`config.mk`:
```
export PLATFORM = sky130hd
export DESIGN_NAME = scan_sequencer
export DESIGN_NICKNAME = d
export VERILOG_FILES = /design/src/rtl/scan_pkg.sv /design/src/rtl/scan_sequencer_dwell_counter.sv /design/src/rtl/scan_sequencer.sv
export SDC_FILE = /design/constraint.sdc
export NUM_CORES = 1
export LEC_CHECK = 0
export CORE_ASPECT_RATIO = 0.5
export CORE_MARGIN = 8
export CORE_UTILIZATION = 55
export DETAILED_ROUTE_END_ITERATION = 8
export PLACE_DENSITY = 0.79
export SLEW_MARGIN = 10
export SYNTH_ARGS = -nofsm -noshare
export SYNTH_HDL_FRONTEND = slang
export SYNTH_HIERARCHICAL = 1
export SYNTH_SLANG_ARGS = --single-unit
```
`constraint.sdc`:
```
create_clock -name clk -period 6.4 [get_ports clk]
set_input_delay 0.64 -clock clk [delete_from_list [all_inputs] [get_ports clk]]
set_output_delay 0.64 -clock clk [all_outputs]
set_load 0.1 [all_outputs]
```
`src/rtl/scan_pkg.sv`:
```
// Shared definitions for the scan sequencer and its bench.
package scan_pkg;

    typedef enum logic [1:0] {
        st_idle   = 2'd0,
        st_active = 2'd1,
        st_blank  = 2'd2
    } scan_state_t;

    localparam int unsigned BLANK_CYCLES_DEF = 1;
    localparam int unsigned BLANK_W          = 4;

endpackage

```
`src/rtl/scan_sequencer_dwell_counter.sv`:
```
// Loadable down-counter with a zero flag; holds at zero rather than wrapping.
module dwell_counter #(
    parameter int unsigned W = 8
) (
    input  logic         clk,
    input  logic         rst_n,
    input  logic         load,
    input  logic [W-1:0] load_val,
    input  logic         dec,
    output logic         zero
);

    logic [W-1:0] count;

    always_ff @(posedge clk) begin
        if (!rst_n) begin
            count <= '0;
        end else if (load) begin
            count <= load_val;
        end else if (dec && (count != '0)) begin
            count <= count - W'(1);
        end
    end

    assign zero = (count == '0);

endmodule

```
`src/rtl/scan_sequencer.sv`:
```
// Steps a 3-bit decoder select through indices 0..7 with a dwell period
// (enable high) and a blanking gap (enable low) between steps.
module scan_sequencer
    import scan_pkg::*;
#(
    parameter int unsigned DWELL_W      = 8,
    parameter int unsigned BLANK_CYCLES = BLANK_CYCLES_DEF
) (
    input  logic               clk,
    input  logic               rst_n,
    input  logic               start,
    input  logic               stop,
    input  logic               single,
    input  logic [DWELL_W-1:0] dwell,
    output logic               a,
    output logic               b,
    output logic               c,
    output logic               e,
    output logic               busy,
    output logic               done,
    output logic               wrap
);

    scan_state_t        state, state_nx;
    logic [2:0]         idx, idx_nx;
    logic [DWELL_W-1:0] dwell_lat, dwell_lat_nx;
    logic               single_lat, single_lat_nx;
    logic               e_q, wrap_q, wrap_nx;

    logic               dw_load, dw_dec, dw_zero;
    logic [DWELL_W-1:0] dw_val, dwell_m1;
    logic               bk_load, bk_dec, bk_zero;
    logic [BLANK_W-1:0] bk_val;

    // Counters hold "cycles remaining minus one", so a zero dwell becomes 1 cycle.
    always_comb begin
        dwell_m1 = (dwell == '0) ? '0 : dwell - DWELL_W'(1);
    end

    dwell_counter #(.W(DWELL_W)) u_dwell (
        .clk      (clk),
        .rst_n    (rst_n),
        .load     (dw_load),
        .load_val (dw_val),
        .dec      (dw_dec),
        .zero     (dw_zero)
    );

    dwell_counter #(.W(BLANK_W)) u_blank (
        .clk      (clk),
        .rst_n    (rst_n),
        .load     (bk_load),
        .load_val (bk_val),
        .dec      (bk_dec),
        .zero     (bk_zero)
    );

    always_comb begin
        state_nx      = state;
        idx_nx        = idx;
        dwell_lat_nx  = dwell_lat;
        single_lat_nx = single_lat;
        wrap_nx       = 1'b0;
        dw_load       = 1'b0;
        dw_val        = '0;
        dw_dec        = 1'b0;
        bk_load       = 1'b0;
        bk_val        = '0;
        bk_dec        = 1'b0;

        unique case (state)
            st_idle: begin
                if (start) begin
                    state_nx      = st_active;
                    idx_nx        = 3'd0;
                    dwell_lat_nx  = dwell_m1;
                    single_lat_nx = single;
                    dw_load       = 1'b1;
                    dw_val        = dwell_m1;
                end
            end
            st_active: begin
                if (dw_zero) begin
                    // Index advances together with e falling, never while e is high.
                    state_nx = st_blank;
                    idx_nx   = idx + 3'd1;
                    wrap_nx  = (idx == 3'd7) && !single_lat;
                    bk_load  = 1'b1;
                    bk_val   = BLANK_W'(BLANK_CYCLES - 1);
                end else begin
                    dw_dec = 1'b1;
                end
            end
            st_blank: begin
                if (bk_zero) begin
                    if ((idx == 3'd0) && single_lat) begin
                        state_nx = st_idle;
                    end else begin
                        state_nx = st_active;
                        dw_load  = 1'b1;
                        dw_val   = dwell_lat;
                    end
                end else begin
                    bk_dec = 1'b1;
                end
            end
            default: begin
                state_nx = st_idle;
                idx_nx   = 3'd0;
            end
        endcase

        if (stop) begin
            state_nx = st_idle;
            idx_nx   = 3'd0;
            wrap_nx  = 1'b0;
            dw_load  = 1'b1;
            dw_val   = '0;
            bk_load  = 1'b1;
            bk_val   = '0;
        end
    end

    always_ff @(posedge clk) begin
        if (!rst_n) begin
            state      <= st_idle;
            idx        <= 3'd0;
            dwell_lat  <= '0;
            single_lat <= 1'b0;
            e_q        <= 1'b0;
            wrap_q     <= 1'b0;
        end else begin
            state      <= state_nx;
            idx        <= idx_nx;
            dwell_lat  <= dwell_lat_nx;
            single_lat <= single_lat_nx;
            e_q        <= (state_nx == st_active);
            wrap_q     <= wrap_nx;
        end
    end

    assign a    = idx[2];
    assign b    = idx[1];
    assign c    = idx[0];
    assign e    = e_q;
    assign busy = (state != st_idle);
    assign wrap = wrap_q;
    // Final blank cycle of a single pass: index has already wrapped back to 0.
    assign done = (state == st_blank) && bk_zero && (idx == 3'd0) && single_lat;

endmodule

```
==> results of run 1 <==
-- stage by stage --
step                total power [mW]  util [%]  hold WS, ns  setup WS (ns)  std cells
floorplan                      0.258         -        0.421           3.37        219
global placement               0.281      65.7        0.441           3.37        272
detailed placement             0.284      65.7        0.448           3.33        272
CTS                            0.423      68.1        0.461           3.00        276
global route                   0.443      68.1        0.481           2.89        276
finish                         0.421      68.1        0.462           3.02        276
-- how the worst min path moves through the flow --
stage                              end  slack, ns  cells past startpoint
after global routing      dwell_lat[1]       0.48                      2
after CTS                 dwell_lat[1]       0.46                      2
after global placement    dwell_lat[1]       0.44                      2
after detailed placement  dwell_lat[1]       0.45                      2
after floorplan                   wrap       0.42                      1
final                     dwell_lat[3]       0.46                      2
-- area by class of cell --
type,instances,area (sq um)
clock buffers,3,41.3
inverters,17,65.1
well taps,40,50.0
flip-flops and latches,28,561
multi-input cells,166,1100
repair buffers,21,205
clock inverters,1,30.0
fillers,249,962
-- logic make-up after synthesis --
logic type	after synthesis
DFF	28
buffers and inverters	25
AOI/OAI and AO/OA	57
and+or+nand+nor	89
muxes	4
adders and majority gates	8
xor gates and xnor gates	4
other	1
-- worst min-delay path, stage by stage (launching register included) --
cell      delay (ns)
dfxtp_1         0.32
nand2_1         0.05
a21boi_1        0.05
-- layout by cell type, fill, tap and decap left out, types with 2 or more instances in the layout --
| master | count |
|---|---|
| buf_4 | 2 |
| o31ai_1 | 4 |
| inv_1 | 16 |
| nor4_1 | 2 |
| clkbuf_8 | 3 |
| ha_1 | 8 |
| a31oi_1 | 2 |
| nand3_1 | 8 |
| o21ai_1 | 4 |
| or4_1 | 4 |
| or3b_4 | 2 |
| a21boi_1 | 5 |
| and2_1 | 2 |
| mux2i_1 | 4 |
| o21a_1 | 2 |
| nor2_1 | 18 |
| or3b_2 | 2 |
| o21ai_0 | 10 |
| conb_1 | 4 |
| a21oi_1 | 19 |
| nor4b_2 | 2 |
| clkdlybuf4s50_1 | 19 |
| or2_2 | 2 |
| nand3b_1 | 3 |
| nor3b_1 | 5 |
| nor3_1 | 3 |
| xnor2_1 | 3 |
| nand2_1 | 20 |
| nand4_1 | 2 |
| nand4b_1 | 3 |
| nand2b_1 | 4 |
| dfxtp_1 | 28 |
-- state kept, by name, summed over array words and instances (netlist names) --
signal and cells:
u_blank/count 4, e 1, dwell_lat 8, single_lat 1, u_dwell/count 8, wrap 1
idx 3, state 2
-- power by group --
group | internal, mW | switching, mW
registers | 0.184 | 0.00980
logic | 0.0361 | 0.0518
clock network | 0.0838 | 0.0557
total | 0.304 | 0.117
-- per-layer routing --
metal	wire length, microns	global-route usage (%)	up-vias	part of all wire (%)
met4	10	1.30	0	0.26
met3	265	4.04	2	6.8
met1	1870	20.6	711	48
met2	1740	24.3	47	45
li1	-	-	811	-
met5	0	0	-	0
==> flow_metrics.env, run 1 <==
export IMPL_drt_first_iter_violations=74
export IMPL_endpoint_kind="primary output"
export IMPL_die_x_microns=95.7
export IMPL_cts_root_buf="clkbuf_8"
export IMPL_tightest_slew_ns=0.968
export IMPL_initial_core_util_pct=58.0
export IMPL_drc_errors=0
export IMPL_grt_max_degree=26
export IMPL_synth_ff_type="dfxtp_1"
export IMPL_synth_compound_area_share_pct=22.1
export IMPL_worst_r2r_endpoint="u_dwell/count[3]"
export IMPL_slew_limit_headroom_pct=35.2
export IMPL_path_class="flip-flop to primary output"
export IMPL_yosys_area_share_simple_pct=29.9
export IMPL_drv_slew=0
export IMPL_cts_tree="built"
export IMPL_num_antenna_cells=0
export IMPL_clockBufferDepth=2
export IMPL_drive_gt1_share_pct=10.2
export IMPL_yosys_area_top_type_share_pct=32.1
export IMPL_wirelength_microns=3880
export IMPL_synthMuxAreaShare_pct=2.29
export IMPL_cts_htree_levels=1
export IMPL_yosysWarnings=6
export IMPL_crit_chain="inv_1, ha_1, or3b_4, clkinv_2, nand3b_1, nor2_1, clkdlybuf4s50_1"
export IMPL_detail_route_wl_per_cell_microns=14.1
export IMPL_critical_path_top_delay_family="buffers and inverters"
export IMPL_maxCapViolCount=0
export IMPL_ys_seq_area_share_pct=32.1
export IMPL_rsz0062_at_grt="false"
export IMPL_crit_slowest_cell="clkdlybuf4s50_1"
export IMPL_cp_start_kind="flip-flop"
export IMPL_insertion_delay_ns=0.28
export IMPL_critPathRequiredTime_ns=5.76
export IMPL_layout_min_cycle_time_ns=3.38
export IMPL_fin_nets=258
export IMPL_grt_total_usage_pct=15.2
export IMPL_setup_tns_ns=0
export IMPL_grt_overflow_total=0
export IMPL_firstDrtPassIters=4
export IMPL_finalCritPeriodShare_pct=52.9
export IMPL_place_congestion=0.895
export IMPL_final_hold_viol_count=0
export IMPL_dieHeight_microns=55.9
export IMPL_slowest_delay_ns=1.14
export IMPL_via_count=1571
export IMPL_ys_ff_latch=28
export IMPL_clkTransAtPathRegs_ns=0.10
export IMPL_synth_fa_ha_area_share_pct=5.73
export IMPL_arrival_ns=2.74
export IMPL_area_delta_synth_final_pct=17.4
export IMPL_total_leakage_power_nw=0.768
export IMPL_syn_avg_cell_area_sq_um=8.09
export IMPL_r2r_slack_ns=3.46
export IMPL_cts_setup_buffers=0
export IMPL_ir_drop_mv=0.161
export IMPL_reg2reg_depth=10
export IMPL_run_status="complete, no violations"
export IMPL_hold_start="dwell_lat[3]"
export IMPL_antenna_found_initial=0
export IMPL_placed_area_sq_um=1980
export IMPL_path_depth=7
export IMPL_path_max_fanout=4
export IMPL_routed_via_density=5.69
export IMPL_synth_edf_count=0
export IMPL_synth_most_common_cell="dfxtp_1"
export IMPL_finalInstanceArea_sq_um=2050
export IMPL_fp_row_count=14
export IMPL_io_pins=20
export IMPL_async_flop_share_pct=0
export IMPL_hp_class="flip-flop to flip-flop"
export IMPL_cts_hold_buf=0
export IMPL_yosys_area_top_type="dfxtp_1"
export IMPL_synthTopCellsByArea="dfxtp_1, ha_1, a21oi_1"
export IMPL_dpl_hpwl_microns=2920
export IMPL_core_sq_um=3010
export IMPL_synth_top_family_by_area="simple AND/OR/NAND/NOR gates"
export IMPL_setup_viol=0
export IMPL_yosysUniqueCellTypes=52
export IMPL_startpoint="u_blank/count[0]"
export IMPL_endpoint="done"
export IMPL_max_clock_freq_mhz=296
export IMPL_critical_path_buf_inv_count=3
export IMPL_synth_top_cells_by_count="dfxtp_1, nand2_1, a21oi_1"
export IMPL_synthXorXnorAreaFrac_pct=2.01
export IMPL_r2r_start="u_blank/count[0]"
export IMPL_p_per_area_nw_per_um2=205
export IMPL_grt_pass1_vias=1476
export IMPL_cts_sinks=28
export IMPL_synth_cells=216
export IMPL_grt_pass1_wl_microns=6780
export IMPL_fin_skew_ns=0.00844
export IMPL_port_buffers=19
export IMPL_fp_dieArea_sq_um=5340
export IMPL_cts_repair_resize_count=0
export IMPL_syn_area_sq_um=1750
export IMPL_ant_nets=0
export IMPL_cts_buffers_inserted=3
No activity file was read; power rests on OpenSTA's default activity.
==> run 2, diff against run 1 <==
CORE_UTILIZATION = 50   (was 55)
PLACE_DENSITY = 0.76   (was 0.79)
clock period = 2.8 ns   (was 6.4 ns; I/O delays follow)
==> run 2 against run 1 <==
Sequential power rose by 130%. Core utilization is 7.7 points lower. Non-clock buffer count up 3. Power increased by 110%. Clock skew shrank 0.0073 ns. Hold slack got worse by 0.0031 ns. Final cell count increased by 4.7%. Wire length rose by 0.41%. Register-to-register slack lost 3.1 ns. Die area grew 7.7%. First-iteration DRC count grew 6.8%. Highest routed layer unchanged.
==> flow_metrics.env, run 2 (synthesis results as in run 1) <==
export IMPL_cp_start_kind="flip-flop"
export IMPL_detail_route_wl_per_cell_microns=13.5
export IMPL_slowest_delay_ns=0.50
export IMPL_pwr_share_clk_pct=25.5
export IMPL_cts_root_buf="clkbuf_8"
export IMPL_drc_errors=0
export IMPL_total_leakage_power_nw=0.787
export IMPL_grt_max_degree=25
export IMPL_clockBufferDepth=2
export IMPL_cts_hold_buf=0
export IMPL_grt_pass1_wl_microns=6310
export IMPL_fin_nets=261
export IMPL_slew_limit_headroom_pct=61.7
export IMPL_antenna_found_initial=0
export IMPL_finalPower_mw=0.868
export IMPL_startpoint="u_dwell/count[0]"
export IMPL_post_route_util_pct=60.4
export IMPL_top_regs="dwell_lat (8), u_dwell/count (8), u_blank/count (4)"
export IMPL_die_x_microns=99.6
export IMPL_crit_chain="inv_1, ha_1, inv_1, nor4_2, nor3b_2, or3b_2, nor3_1, mux2i_1, a21oi_1"
export IMPL_drv_slew=0
export IMPL_cts_tree="built"
export IMPL_cts_setup_buffers=0
export IMPL_r2r_slack_ns=0.38
export IMPL_max_clock_freq_mhz=414
export IMPL_area_delta_synth_final_pct=17.4
export IMPL_routed_via_density=5.54
export IMPL_drt_first_iter_violations=79
export IMPL_p_seq_share_pct=50.9
export IMPL_fin_skew_ns=0.00112
export IMPL_final_common_cell="dfxtp_1"
export IMPL_path_class="flip-flop to flip-flop"
export IMPL_cts_buffers_inserted=3
export IMPL_arrival_ns=2.58
export IMPL_crit_slowest_cell="or3b_2"
export IMPL_hold_start="dwell_lat[3]"
export IMPL_r2r_start="u_dwell/count[0]"
export IMPL_internal_power_mw=0.603
export IMPL_reg2reg_depth=9
export IMPL_port_buffers=19
export IMPL_setup_tns_ns=0
export IMPL_firstDrtPassIters=4
export IMPL_insertion_delay_ns=0.27
export IMPL_tightest_slew_ns=0.569
export IMPL_path_max_fanout=6
export IMPL_pwr_share_comb_pct=23.7
export IMPL_io_pins=20
export IMPL_dpl_hpwl_microns=2900
export IMPL_maxCapViolCount=0
export IMPL_setup_viol=0
export IMPL_cts_sinks=28
export IMPL_p_per_area_nw_per_um2=423
export IMPL_num_antenna_cells=0
export IMPL_holdPathStages=2
export IMPL_finalCritPeriodShare_pct=86.4
export IMPL_swShare_pct=30.5
export IMPL_run_status="complete, no violations"
export IMPL_layout_min_cycle_time_ns=2.42
export IMPL_grt_pass1_vias=1389
export IMPL_via_count=1600
export IMPL_place_congestion=0.819
export IMPL_grt_overflow_total=0
export IMPL_dieHeight_microns=57.8
export IMPL_drive_gt1_share_pct=14.7
export IMPL_critPathRequiredTime_ns=2.96
export IMPL_ir_drop_mv=0.177
export IMPL_final_cell_mix="dfxtp_1, nand2_1, a21oi_1"
export IMPL_fp_dieArea_sq_um=5760
export IMPL_endpoint_kind="flip-flop"
export IMPL_cpMostUsedCell="inv_1"
export IMPL_clkTransAtPathRegs_ns=0.09
export IMPL_grt_total_usage_pct=13.4
export IMPL_rsz0062_at_grt="false"
export IMPL_initial_core_util_pct=51.4
export IMPL_p_sw_mw=0.265
export IMPL_hold_path_end="dwell_lat[3]"
export IMPL_cts_htree_levels=1
export IMPL_ant_nets=0
export IMPL_core_sq_um=3400
export IMPL_worst_r2r_endpoint="u_dwell/count[7]"
export IMPL_final_hold_viol_count=0
export IMPL_wirelength_microns=3900
export IMPL_hp_class="flip-flop to flip-flop"
export IMPL_fp_row_count=15
==> run 2: changes by cell type in the layout (fill, tap and decap cells not counted) <==
| cell | change |
|---|---|
| nor4_1 | -1 |
| buf_4 | +10 |
| nor4_2 | +1 |
| nor3b_1 | -1 |
| clkdlybuf4s50_1 | -7 |
| nor3b_2 | +1 |
| bufinv_16 | -1 |
==> run 2: power by group through the flow <==
stage	Clock (mW)	Combinational, mW	Sequential [mW]
global placement	0	0.197	0.449
global route	0.239	0.226	0.445
detailed placement	0	0.201	0.450
floorplan	0	0.137	0.453
finish	0.221	0.205	0.441
CTS	0.229	0.202	0.441
==> run 2: worst max-delay path, delay by kind of cell (launching register included) <==
family | cells | cell delay, ns
compound gates | 1 | 0.07
flops | 1 | 0.39
mux | 1 | 0.20
buf+inv | 2 | 0.23
simple gates | 4 | 1.19
fa+ha+maj | 1 | 0.22
==> run 2: routing by layer <==
metal	GRT usage (%)	wire length (microns)	vias up
met4	3.20	27	0
met5	0	0	-
met3	4.18	168	2
li1	-	-	812
met1	17.1	1920	760
met2	21.6	1780	26
==> run 2: area by class of cell <==
type / instances / area [sq um]
Clock buffer: 3 / 41.3
Inverter: 17 / 65.1
Multi-Input combinational cell: 166 / 1110
Timing Repair Buffer: 24 / 210
Sequential cell: 28 / 561
Tap cell: 51 / 63.8
Fill cell: 319 / 1350
==> run 2: worst max path at each step <==
| stage | end |
|---|---|
| finish | u_dwell/count[7] |
| global route | u_dwell/count[7] |
| CTS | u_dwell/count[1] |
| detailed placement | u_dwell/count[1] |
| global placement | u_dwell/count[7] |
| floorplan | u_dwell/count[2] |
==> run 2: timing repair <==
action                                  in CTS  in global routing
endpoints found under the setup margin       0                  5
resized for setup                            0                  2
hold endpoints to repair                     0                  0
==> run 2: stage by stage <==
stage	hold slack, ns	setup slack (ns)	area (sq um)	instances
floorplan	0.415	0.0956	1760	219
global placement	0.441	0.265	2000	286
detailed placement	0.447	0.133	2000	286
CTS	0.460	0.0928	2040	289
global route	0.480	0.186	2050	289
finish	0.459	0.382	2050	289
